==> config.mk <==
export PLATFORM = sky130hd
export DESIGN_NAME = keypad_digit_entry
export DESIGN_NICKNAME = d
export VERILOG_FILES = /design/src/rtl/keypad_digit_entry.sv
export SDC_FILE = /design/constraint.sdc
export NUM_CORES = 1
export LEC_CHECK = 0
export ABC_AREA = 1
export CORE_MARGIN = 4
export CORE_UTILIZATION = 46
export CTS_BUF_LIST = sky130_fd_sc_hd__clkbuf_16
export DETAILED_ROUTE_END_ITERATION = 10
export PLACE_DENSITY = 0.76
export SETUP_SLACK_MARGIN = 0.4
export SYNTH_ARGS = -nofsm -noshare
export SYNTH_HDL_FRONTEND = slang
export SYNTH_SLANG_ARGS = --single-unit
export TNS_END_PERCENT = 1
==> constraint.sdc <==
create_clock -name CLK -period 3.5 [get_ports CLK]
set_input_delay 0.35 -clock CLK [delete_from_list [all_inputs] [get_ports CLK]]
set_output_delay 0.35 -clock CLK [all_outputs]
set_load 0.02 [all_outputs]
==> src/rtl/keypad_digit_entry.sv <==
// Keypad digit entry sequencer for the 10-key decimal keypad.
// Flow: 2-flop key synchronizer -> press/release debounce FSM -> BCD shift register ->
// VALID/ACK handoff to the consumer.
// Optional feature macro: KEYPAD_TIMEOUT_EN. When defined, a partial entry left idle for
// TIMEOUT_CYC cycles is discarded. When undefined, a partial entry is held indefinitely.
module keypad_digit_entry #(
    parameter int unsigned NDIG        = 4,
    parameter int unsigned DB_CYC      = 8,
    parameter int unsigned TIMEOUT_CYC = 1000
) (
    input  logic                CLK,
    input  logic                RSTn,
    input  logic [9:0]          D,
    input  logic                CLR,
    input  logic                ACK,
    output logic [4*NDIG-1:0]   VALUE,
    output logic [3:0]          DCNT,
    output logic                KEY_STB,
    output logic                VALID,
    output logic                ERR
);

    localparam int unsigned VW = 4 * NDIG;
    localparam int unsigned CW = $clog2(DB_CYC + 1);

    // Reject unsupported configurations at elaboration time.
    if (NDIG < 1 || NDIG > 8 || DB_CYC < 2 || TIMEOUT_CYC < 1) begin : g_param_check
        $error("keypad_digit_entry: unsupported parameter value");
    end

    typedef enum logic [2:0] {
        StIdle,
        StPressDb,
        StHeld,
        StRelDb,
        StFull
    } state_e;

    state_e          state_q;
    logic [9:0]      d_meta_q;
    logic [9:0]      ds_q;
    logic [9:0]      pat_q;
    logic [CW-1:0]   cnt_q;
    logic            ds_any;
    logic            pat_single;
    logic [3:0]      bcd;
    logic [VW-1:0]   bcd_ext;

`ifdef KEYPAD_TIMEOUT_EN
    localparam int unsigned TW = $clog2(TIMEOUT_CYC + 1);
    logic [TW-1:0]   idle_cnt_q;
`endif

    // Two-flop synchronizer for the asynchronous key lines.
    always_ff @(posedge CLK or negedge RSTn) begin
        if (!RSTn) begin
            d_meta_q <= '0;
            ds_q     <= '0;
        end else begin
            d_meta_q <= D;
            ds_q     <= d_meta_q;
        end
    end

    // Decode the latched key pattern: single-key check and BCD encoding.
    always_comb begin
        ds_any     = |ds_q;
        pat_single = ($countones(pat_q) == 1);
        bcd        = 4'd0;
        for (int i = 0; i < 10; i++) begin
            if (pat_q[i]) begin
                bcd = 4'(i);
            end
        end
        bcd_ext = VW'(bcd);
    end

    // Entry FSM with registered outputs; FULL/ACK has priority over CLR.
    always_ff @(posedge CLK or negedge RSTn) begin
        if (!RSTn) begin
            state_q    <= StIdle;
            pat_q      <= '0;
            cnt_q      <= '0;
            VALUE      <= '0;
            DCNT       <= '0;
            KEY_STB    <= 1'b0;
            VALID      <= 1'b0;
            ERR        <= 1'b0;
`ifdef KEYPAD_TIMEOUT_EN
            idle_cnt_q <= '0;
`endif
        end else begin
            KEY_STB <= 1'b0;
            if (state_q == StFull) begin
                if (ACK) begin
                    VALID   <= 1'b0;
                    DCNT    <= '0;
                    VALUE   <= '0;
                    ERR     <= 1'b0;
                    state_q <= StIdle;
                end
            end else if (CLR) begin
                VALUE   <= '0;
                DCNT    <= '0;
                ERR     <= 1'b0;
                cnt_q   <= '0;
                // A key still held must be released before it can count again.
                state_q <= ds_any ? StHeld : StIdle;
            end else begin
                case (state_q)
                    StIdle: begin
                        if (ds_any) begin
                            pat_q   <= ds_q;
                            cnt_q   <= CW'(1);
                            state_q <= StPressDb;
                        end
                    end
                    StPressDb: begin
                        if (ds_q != pat_q) begin
                            state_q <= StIdle;
                        end else if (cnt_q == CW'(DB_CYC - 1)) begin
                            // This sample is the DB_CYC-th identical one.
                            if (pat_single) begin
                                VALUE   <= (VALUE << 4) | bcd_ext;
                                DCNT    <= DCNT + 4'd1;
                                KEY_STB <= 1'b1;
                            end else begin
                                ERR <= 1'b1;
                            end
                            state_q <= StHeld;
                        end else begin
                            cnt_q <= cnt_q + CW'(1);
                        end
                    end
                    StHeld: begin
                        if (!ds_any) begin
                            cnt_q   <= CW'(1);
                            state_q <= StRelDb;
                        end
                    end
                    StRelDb: begin
                        if (ds_any) begin
                            state_q <= StHeld;
                        end else if (cnt_q == CW'(DB_CYC - 1)) begin
                            if (DCNT == 4'(NDIG)) begin
                                VALID   <= 1'b1;
                                state_q <= StFull;
                            end else begin
                                state_q <= StIdle;
                            end
                        end else begin
                            cnt_q <= cnt_q + CW'(1);
                        end
                    end
                    default: state_q <= StIdle;
                endcase
            end

`ifdef KEYPAD_TIMEOUT_EN
            // Idle timer only runs for a partial entry with no key activity.
            if (state_q == StIdle && !CLR && !ds_any && DCNT != 4'd0 && DCNT < 4'(NDIG)) begin
                if (idle_cnt_q == TW'(TIMEOUT_CYC - 1)) begin
                    VALUE      <= '0;
                    DCNT       <= '0;
                    idle_cnt_q <= '0;
                end else begin
                    idle_cnt_q <= idle_cnt_q + TW'(1);
                end
            end else begin
                idle_cnt_q <= '0;
            end
`endif
        end
    end

endmodule

# --- Word level (Yosys, flattened, before mapping) ---
# Index checks and enable logic that the tools add are counted.
word_totals:
  elab_cells: 121
  regBits: 60
  ram_bits: 0
  latchBits: 0
  mem_bits_ro: 0
  output_inout_bits: 23
  n_memories: 0
op_classes:
  n_eq_ne: 21
  n_div: 0
  bitwise: 3
  reduce_logical: 15
  addsub: 11
  shift: 0
  n_mux: 61
  n_lt_le_gt_ge: 0
  multipliers: 0
op_table:
  columns: ["op", "count"]
  rows:
  - ["$mux W16", 7]
  - ["$mux W4", 21]
  - ["$mux W3", 10]
  - ["$mux W1", 20]
  - ["$or A16 B4 Y16", 1]
  - ["$pmux W4 S4", 1]
  - ["$ne A3 B3 Y1 const B", 5]
  - ["$reduce_and A5 Y1", 3]
  - ["$pmux W3 S4", 1]
  - ["$reduce_and A6 Y1", 2]
  - ["$add A1 B1 Y2", 5]
  - ["$ne A10 B10 Y1", 1]
  - ["$ne A5 B5 Y1 const B", 2]
  - ["$reduce_or A10 Y1", 1]
  - ["$reduce_bool A3 Y1", 3]
  - ["$add A4 B1 Y4 const B", 2]
  - ["$eq A4 B3 Y1 const B", 2]
  - ["$ne A4 B4 Y1 const B", 2]
  - ["$add A2 B2 Y3", 2]
  - ["$eq A3 B2 Y1 const B", 2]
  - ["$reduce_bool A2 Y1", 3]
  - ["$add A4 B2 Y5", 1]
  - ["$eq A5 B1 Y1 const B", 1]
  - ["$reduce_bool A5 Y1", 1]
  - ["10 further kinds", 12]

# --- Logic depth before layout (Yosys ltp) ---
# Gate-level depths: netlist of the first run.
logic_depth:
  depth_word: 16
  depth_mapped: 18
  depth_no_buf: 17

# --- Worst setup path after synthesis of the first run ---
# Ideal clock, no wire load.
synth_path:
  path_type: "reg2reg"
  from: "register pat_q[0]"
  to: "register VALUE[10]"
  arrival_ns: 3.300
  path_stages_with_launch: 18
  slack_ns: 0.083
  required_time_ns: 3.383
  setup_time_ns: 0.117
  synth_period_minus_slack_ns: 3.417
  path_cell_list: "dfrtp_1 -> fa_1 -> fa_1 -> inv_1 -> fa_1 -> inv_1 -> ha_1 -> inv_1 -> fa_1 -> nand3_1 -> inv_1 -> nand2_1 -> nand2_2 -> nand4_1 -> inv_2 -> buf_6 -> nand2_1 -> nand2_1"
synth_via:
  elab_chain_len: 7
  word_cells_on_any_way: 9
  cone_classes: "add/sub (4); eq/ne (3); reduce/logical (2)"
synth_lines:
  columns: ["element", "line", "text"]
  rows:
  - ["from (decl)", "42", "logic [9:0] pat_q;"]
  - ["from (signal assigned)", "113", "pat_q <= ds_q;"]
  - ["$add A1 B1 Y2 (implied by the code)", "68", "pat_single = ($countones(pat_q) == 1);"]
  - ["$add A2 B2 Y3 (implied by the code)", "68", null]
  - ["$add A3 B3 Y4 (implied by the code)", "68", null]
  - ["$add A4 B2 Y5 (implied by the code)", "68", null]
  - ["$eq A5 B1 Y1", "68", null]
  - ["$reduce_bool A3 Y1 (no line)", null, null]
  - ["$reduce_and A5 Y1 (no line) *", null, null]
  - ["to (signal assigned)", "124", "VALUE <= (VALUE << 4) | bcd_ext;"]
  - ["to (decl)", "16", "output logic [4*NDIG-1:0] VALUE,"]
# Mark *: on every way between the ends. The rest lies on a longest branch, timed or not.
# A chain may end at the register's enable or synchronous reset.

# --- Worst setup path in the final report of the first run ---
layout_path:
  from: "register pat_q[9]"
  to: "register VALUE[8]"
layout_via:
  elab_chain_len: 5
  word_cells_on_any_way: 7
  cone_classes: "add/sub (2); eq/ne (3); reduce/logical (2)"
layout_lines:
  columns: ["element", "line"]
  rows:
  - ["$add A1 B1 Y2 (implied by the code)", "68"]
  - ["$add A4 B2 Y5 (implied by the code)", "68"]
  - ["$eq A5 B1 Y1", "68"]
  - ["$reduce_bool A3 Y1 (no line)", null]
  - ["$reduce_and A5 Y1 (no line) *", null]
# Marked as above.

==> flow_metrics.tcl, run 1 <==
set metrics [dict create \
    status "complete, but fails checks" \
    violations "setup timing" \
    die_x_um 88.1 \
    place_area_um2 3420 \
    power_density_nw_per_um2 979 \
    drtPass1Iterations 4 \
    die_h_um 88.1 \
    syn_avg_cell_area_um2 8.66 \
    yosys-top-cells-count "112 x nand2_1, 60 x dfrtp_1, 31 x inv_1" \
    critPathCapture "VALUE[8]" \
    max_slew_margin_pct 52.3 \
    yosys_warnings 0 \
    setup_ws_ns -0.0219 \
    grt_pass1_wl_um 10000 \
    p_leak_nw 1.91 \
    reg2reg_slack_ns -0.02 \
    htreeDepth 3 \
    synth_edf_count 0 \
    area_delta_synth_final_pct 30.9 \
    yosys.area_share.xor_xnor_pct 1.48 \
    num_rows 28 \
    vias 2389 \
    wire_per_inst_um 12.5 \
    drv_cap 0 \
    yosys.area_share.simple_pct 29.3 \
    hp-class "in2async" \
    cts_hold_buf 0 \
    multi_input_area_um2 1300 \
    synthAdderAreaFrac_pct 6.19 \
    required_ns 3.71 \
    clk_latency_ns 0.32 \
    cts.clk_slew.worst_paths_ns 0.05 \
    syn_area_um2 2950 \
    wl_um 5980 \
    cp_max_fo 8 \
    cp_data_arrival_time_ns 3.73 \
    worst-slew-pin-transition_ns 0.715 \
    synth.mux.area_fraction_pct 0.382 \
    synth_area_leaders "dfrtp_1 51%, nand2_1 14%, fa_1 4.1%" \
    post-route-cell-area_um2 3860 \
    wl_met1_um 2570 \
    ff2ff_path_depth 17 \
    grt_pass1_vias 2283 \
    cts_tree "done" \
    crit_chain "fa_1 > fa_1 > inv_1 > fa_1 > inv_1 > ha_2 > inv_2 > fa_2 > nand3_2 > inv_2 > nand2_4 > nand2_4 > nand4_1 > buf_6 > clkinvlp_4 > nand2_1 > nand2_1" \
    numCtsBuffers 9 \
    rsz0062_at_grt "yes" \
    start_util_pct 48.7 \
    cts.path.max_buffers 2 \
    synthFlopType "dfrtp_1" \
    synth.distinct_cells 33 \
    fillers 495 \
    synth_compound_area_share_pct 4.83 \
    met3_length_um 338 \
    antenna_found_initial 0 \
    route.top_layer_used "met4" \
    period_share_pct 101 \
    synth_largest_area_cell "dfrtp_1" \
    setup_violations 8 \
    post-synth-top-count-cell "nand2_1" \
    place_congestion 0.874 \
    num_io_pins 37 \
    core_area_um2 6060 \
    critPathLaunchType "flop" \
    slew_viol_final 0 \
    final_layout_size_suffix_gt1_share_pct 18.7 \
    critPathKind "reg2reg" \
    synth_nets 366 \
    r2r_end "VALUE[8]" \
    post-route-util_pct 63.8 \
    async_reset_ff_share_pct 100 \
    grt.total_usage_pct 17.0 \
    antenna_cells 0 \
    syn_inst 341 \
    clock_sinks 60 \
    ir_drop_v 0.000471 \
    max_freq_mhz 284 \
    fin_crit_ns 3.52 \
    slowest_delay_ns 0.51 \
    yosysSeqAreaShare_pct 50.9 \
    cp_common_cell "fa_1" \
    setup.worst_path.start "pat_q[9]" \
    grt_overflow 0 \
    synth_top_family_by_area "simple AND/OR/NAND/NOR gates" \
    dieArea_um2 7760 \
    io_buffers 36 \
    r2r-start "pat_q[9]" \
    route.detailed.drc 0 \
    end_kind "flop" \
    cts_root_buf "clkbuf_16" \
    cpMaxStageDelayCell "fa_1" \
    final_nets 422 \
    avgViaCountPerCell 5.01 \
    hpwl_um 4300 \
    synthDominantCellAreaShare_pct 50.9 \
    drt_iter0_drc 123 \
    ff_latch_area_um2 1500 \
    synth_seq_cells 60 \
    setup-tns-final_ns -0.0836 \
    met2RoutedLength_um 2930 \
    fin_skew_ns 0.00498 \
    grt_max_degree 33 \
    ant_nets 0 \
    hold_violations 0 \
]
[how the worst min path moves through the flow]
stage                           end  cells after the start
after CTS                  VALUE[7]                      1
after floorplan             DCNT[0]                      0
after detailed placement    ds_q[7]                      0
after global routing       VALUE[7]                      1
final                     VALUE[15]                      1
after global placement      ds_q[5]                      0
[report_power, final]
group	internal [mW]	switching (mW)	leakage [nW]	total [mW]
clock network	0.691	0.299	0.161	0.990
logic	0.847	1.06	0.985	1.91
registers	0.787	0.0976	0.762	0.885
[placed cells by master (no fill, tap or decap), types with 2 or more instances in the layout]
cell,n
nor2_4,2
nor2_2,4
buf_6,2
xnor2_1,4
o21ai_0,4
nand3_2,2
fa_1,5
a21oi_1,6
buf_4,11
inv_2,12
nand2_2,11
o21ai_1,8
nand2_4,3
nor3_1,6
bufinv_16,3
nor2_1,23
clkbuf_16,9
inv_1,29
dfrtp_1,60
nand3_1,19
clkinvlp_4,3
nand4_1,5
nor3_2,2
ha_1,4
clkinv_2,2
nor4_1,3
clkdlybuf4s50_1,35
nand2_1,109
[layer usage]
| metal | track usage [%] | up-vias |
|---|---|---|
| li1 | - | 1191 |
| met1 | 20.4 | 1108 |
| met2 | 28.4 | 77 |
| met3 | 3.95 | 13 |
| met4 | 9.07 | 0 |
| met5 | 0 | - |
[registers in the layout, indices dropped and copies added, names as in the netlist]
name and count:
VALUE 16, cnt_q 4, state_q 3, d_meta_q 10
KEY_STB 1, ERR 1, ds_q 10, pat_q 10
DCNT 4, VALID 1
[what timing repair did]
action                     CTS  global route
pin swaps                    0             7
setup buffers                0             6
resized for setup            5            11
gates cloned                 0             1
setup endpoints to repair   22            22
[kinds of logic (layout without fill, tap and decap cells)]
| family | count (synthesis) | in the layout |
|---|---|---|
| multiplexers | 1 | 1 |
| AND/OR/NAND/NOR | 193 | 193 |
| XOR/XNOR | 5 | 5 |
| AO/OA/AOI/OAI | 23 | 23 |
| adder cells (fa/ha/maj) | 11 | 11 |
| flip-flops | 60 | 60 |
| buffers and inverters | 48 | 109 |
[cell type report]
| class | count | share of cell area (%) |
|---|---|---|
| clock buffers | 9 | 5.83 |
| repair inverters | 1 | 0.194 |
| clock inverters | 7 | 2.98 |
| flip-flops and latches | 60 | 38.8 |
| multi-input cells | 233 | 33.6 |
| repair buffers | 49 | 11.9 |
| well taps | 75 | 2.43 |
| inverters | 43 | 4.24 |
[critical path: cells and delay by family (launching register included)]
kind / cells / cell delay, ns
flip-flops: 1 / 0.40
AND/OR/NAND/NOR: 6 / 0.46
buffers and inverters: 6 / 0.48
adder cells (fa/ha/maj): 5 / 2.09
[metrics by stage]
| step | setup slack (ns) | hold slack [ns] | power, mW | instances |
|---|---|---|---|---|
| after floorplan | 0.132 | 0.0544 | 2.03 | 341 |
| after global placement | 0.0455 | 0.331 | 2.29 | 454 |
| after detailed placement | -0.0243 | 0.335 | 2.39 | 454 |
| after CTS | 0.0192 | 0.0941 | 3.43 | 470 |
| after global routing | -0.175 | 0.131 | 4.10 | 477 |
| final | -0.0219 | 0.0803 | 3.78 | 477 |
Power figures use the tool's default switching activity.
==> run 2, diff against run 1 <==
--- a/config.mk
+++ b/config.mk
@@ -7,10 +7,11 @@
 export LEC_CHECK = 0
 export ABC_AREA = 1
 export CORE_MARGIN = 4
-export CORE_UTILIZATION = 46
+export CORE_UTILIZATION = 45
 export CTS_BUF_LIST = sky130_fd_sc_hd__clkbuf_16
+export CTS_CLUSTER_DIAMETER = 100
 export DETAILED_ROUTE_END_ITERATION = 10
-export PLACE_DENSITY = 0.76
+export PLACE_DENSITY = 0.74
 export SETUP_SLACK_MARGIN = 0.4
 export SYNTH_ARGS = -nofsm -noshare
 export SYNTH_HDL_FRONTEND = slang
==> run 2 against run 1 <==
The flow now finishes without violations. Non-clock buffer count fell by 4. Setup slack improved by 0.061 ns. Via count fell by 2.6%. Critical path depth did not move. Wire length fell by 0.84%. Total power fell by 13%. Cell area fell by 2.8%. Critical path type unchanged. Critical endpoint is now VALUE[5].
==> flow_metrics.tcl, run 2 (same netlist as run 1, synthesis figures left out) <==
set metrics [dict create \
    grt.total_usage_pct 17.1 \
    max_freq_mhz 289 \
    p_leak_nw 1.88 \
    cp_top_family "adder cells" \
    hp-class "in2async" \
    clk_latency_ns 0.33 \
    vias 2326 \
    die_h_um 89.0 \
    post-route-cell-area_um2 3760 \
    num_io_pins 37 \
    ir_drop_v 0.000658 \
    cts_hold_buf 0 \
    final_common_cell "nand2_1" \
    num_rows 29 \
    multi_input_area_um2 1250 \
    rsz0062_at_grt "yes" \
    wl_um 5930 \
    ff_latch_area_um2 1500 \
    io_buffers 36 \
    final_cell_mix "111 x nand2_1, 60 x dfrtp_1, 35 x clkdlybuf4s50_1" \
    ff2ff_path_depth 17 \
    worst-slew-pin-transition_ns 0.986 \
    grt_pass1_vias 2294 \
    grt_pass1_wl_um 10200 \
    slew_viol_final 0 \
    critPathLaunchType "flop" \
    reg2reg_slack_ns 0.04 \
    r2r-start "pat_q[3]" \
    area_delta_synth_final_pct 27.3 \
    period_share_pct 98.9 \
    fin_skew_ns 0.00921 \
    top_register "VALUE" \
    largest_reg_flops 16 \
    cts_root_buf "clkbuf_16" \
    finalPower_mw 3.31 \
    htreeDepth 3 \
    ant_nets 0 \
    antenna_cells 0 \
    slowest_delay_ns 0.51 \
    fin_crit_ns 3.46 \
    route.detailed.drc 0 \
    setup_ws_ns 0.0387 \
    cp_max_fo 14 \
    cts_tree "done" \
    cpMaxStageDelayCell "fa_1" \
    required_ns 3.77 \
    numCtsBuffers 9 \
    start_util_pct 46.5 \
    cp_data_arrival_time_ns 3.73 \
    fillers 569 \
    place_area_um2 3420 \
    place_congestion 0.864 \
    final_nets 417 \
    dieArea_um2 7920 \
    drtPass1Iterations 4 \
    antenna_found_initial 0 \
    core_area_um2 6350 \
    hpwl_um 4220 \
    path_buf_inv 6 \
    clock_sinks 60 \
    status "finished, final reports clean" \
    cts.clk_slew.worst_paths_ns 0.05 \
    crit_chain "fa_1 > fa_1 > inv_1 > fa_1 > inv_1 > ha_2 > inv_1 > fa_1 > nand3_1 > inv_1 > nand2_2 > nand2_4 > nand4_1 > inv_2 > buf_12 > nand2_1 > nand2_1" \
    wire_per_inst_um 12.5 \
    max_slew_margin_pct 34.3 \
    end_kind "flop" \
    critPathKind "reg2reg" \
    place_ws_ns 0.00752 \
    r2r_end "VALUE[5]" \
    whs_ns 0.189 \
    grt_max_degree 46 \
    grt_overflow 0 \
    setup-tns-final_ns 0 \
    final_layout_size_suffix_gt1_share_pct 14.9 \
    hold_violations 0 \
    power_density_nw_per_um2 880 \
    avgViaCountPerCell 4.91 \
    cts.path.max_buffers 2 \
    die_x_um 89.0 \
    drv_cap 0 \
    setup_violations 0 \
    drt_iter0_drc 83 \
]
[run 2: cell count changes in the layout (fill, tap and decap cells not counted), moves of 2 or more]
cell	change
inv_1	+4
buf_4	-3
buf_6	-2
clkinvlp_4	-2
nand2_1	+2
nor3_1	+2
[run 2: area by class of cell]
cell class / instances / share of cell area [%]
Timing Repair Buffer: 45 / 11.6
Sequential cell: 60 / 39.9
Clock buffer: 9 / 5.99
Multi-Input combinational cell: 233 / 33.4
Inverter: 43 / 4.29
Tap cell: 77 / 2.56
Clock inverter: 7 / 2.23
[run 2: metal layers]
metal / global-route usage [%] / vias up / part of all wire, %
li1: - / 1178 / -
met1: 21.7 / 1080 / 45
met2: 26.2 / 58 / 48
met3: 6.08 / 10 / 5.8
met4: 7.85 / 0 / 1.8
met5: 0 / - / 0
[run 2: worst max-delay path by stage]
stage,startpoint,endpoint,cells past startpoint
2_1_floorplan,pat_q[3],VALUE[10],17
3_3_place_gp,pat_q[3],VALUE[4],17
3_5_place_dp,pat_q[1],VALUE[8],17
4_1_cts,pat_q[1],VALUE[8],17
5_1_grt,pat_q[3],VALUE[6],17
6_report,pat_q[3],VALUE[5],17
[run 2: report_power, final]
group	internal [mW]	total (mW)	switching (mW)
Clock	0.612	0.905	0.293
Sequential	0.788	0.886	0.0981
Combinational	0.632	1.52	0.885
[run 2: repair_timing]
action                                  CTS  global route
pin swaps                                 2             2
buffers inserted                          3             0
gates resized for setup                   0             1
endpoints found under the setup margin   22            22
[run 2: through the flow]
step,std cells,utilization (%)
2_1_floorplan,341,-
3_3_place_gp,455,53.9
3_5_place_dp,455,53.9
4_1_cts,474,59.2
5_1_grt,474,59.2
6_report,474,59.2
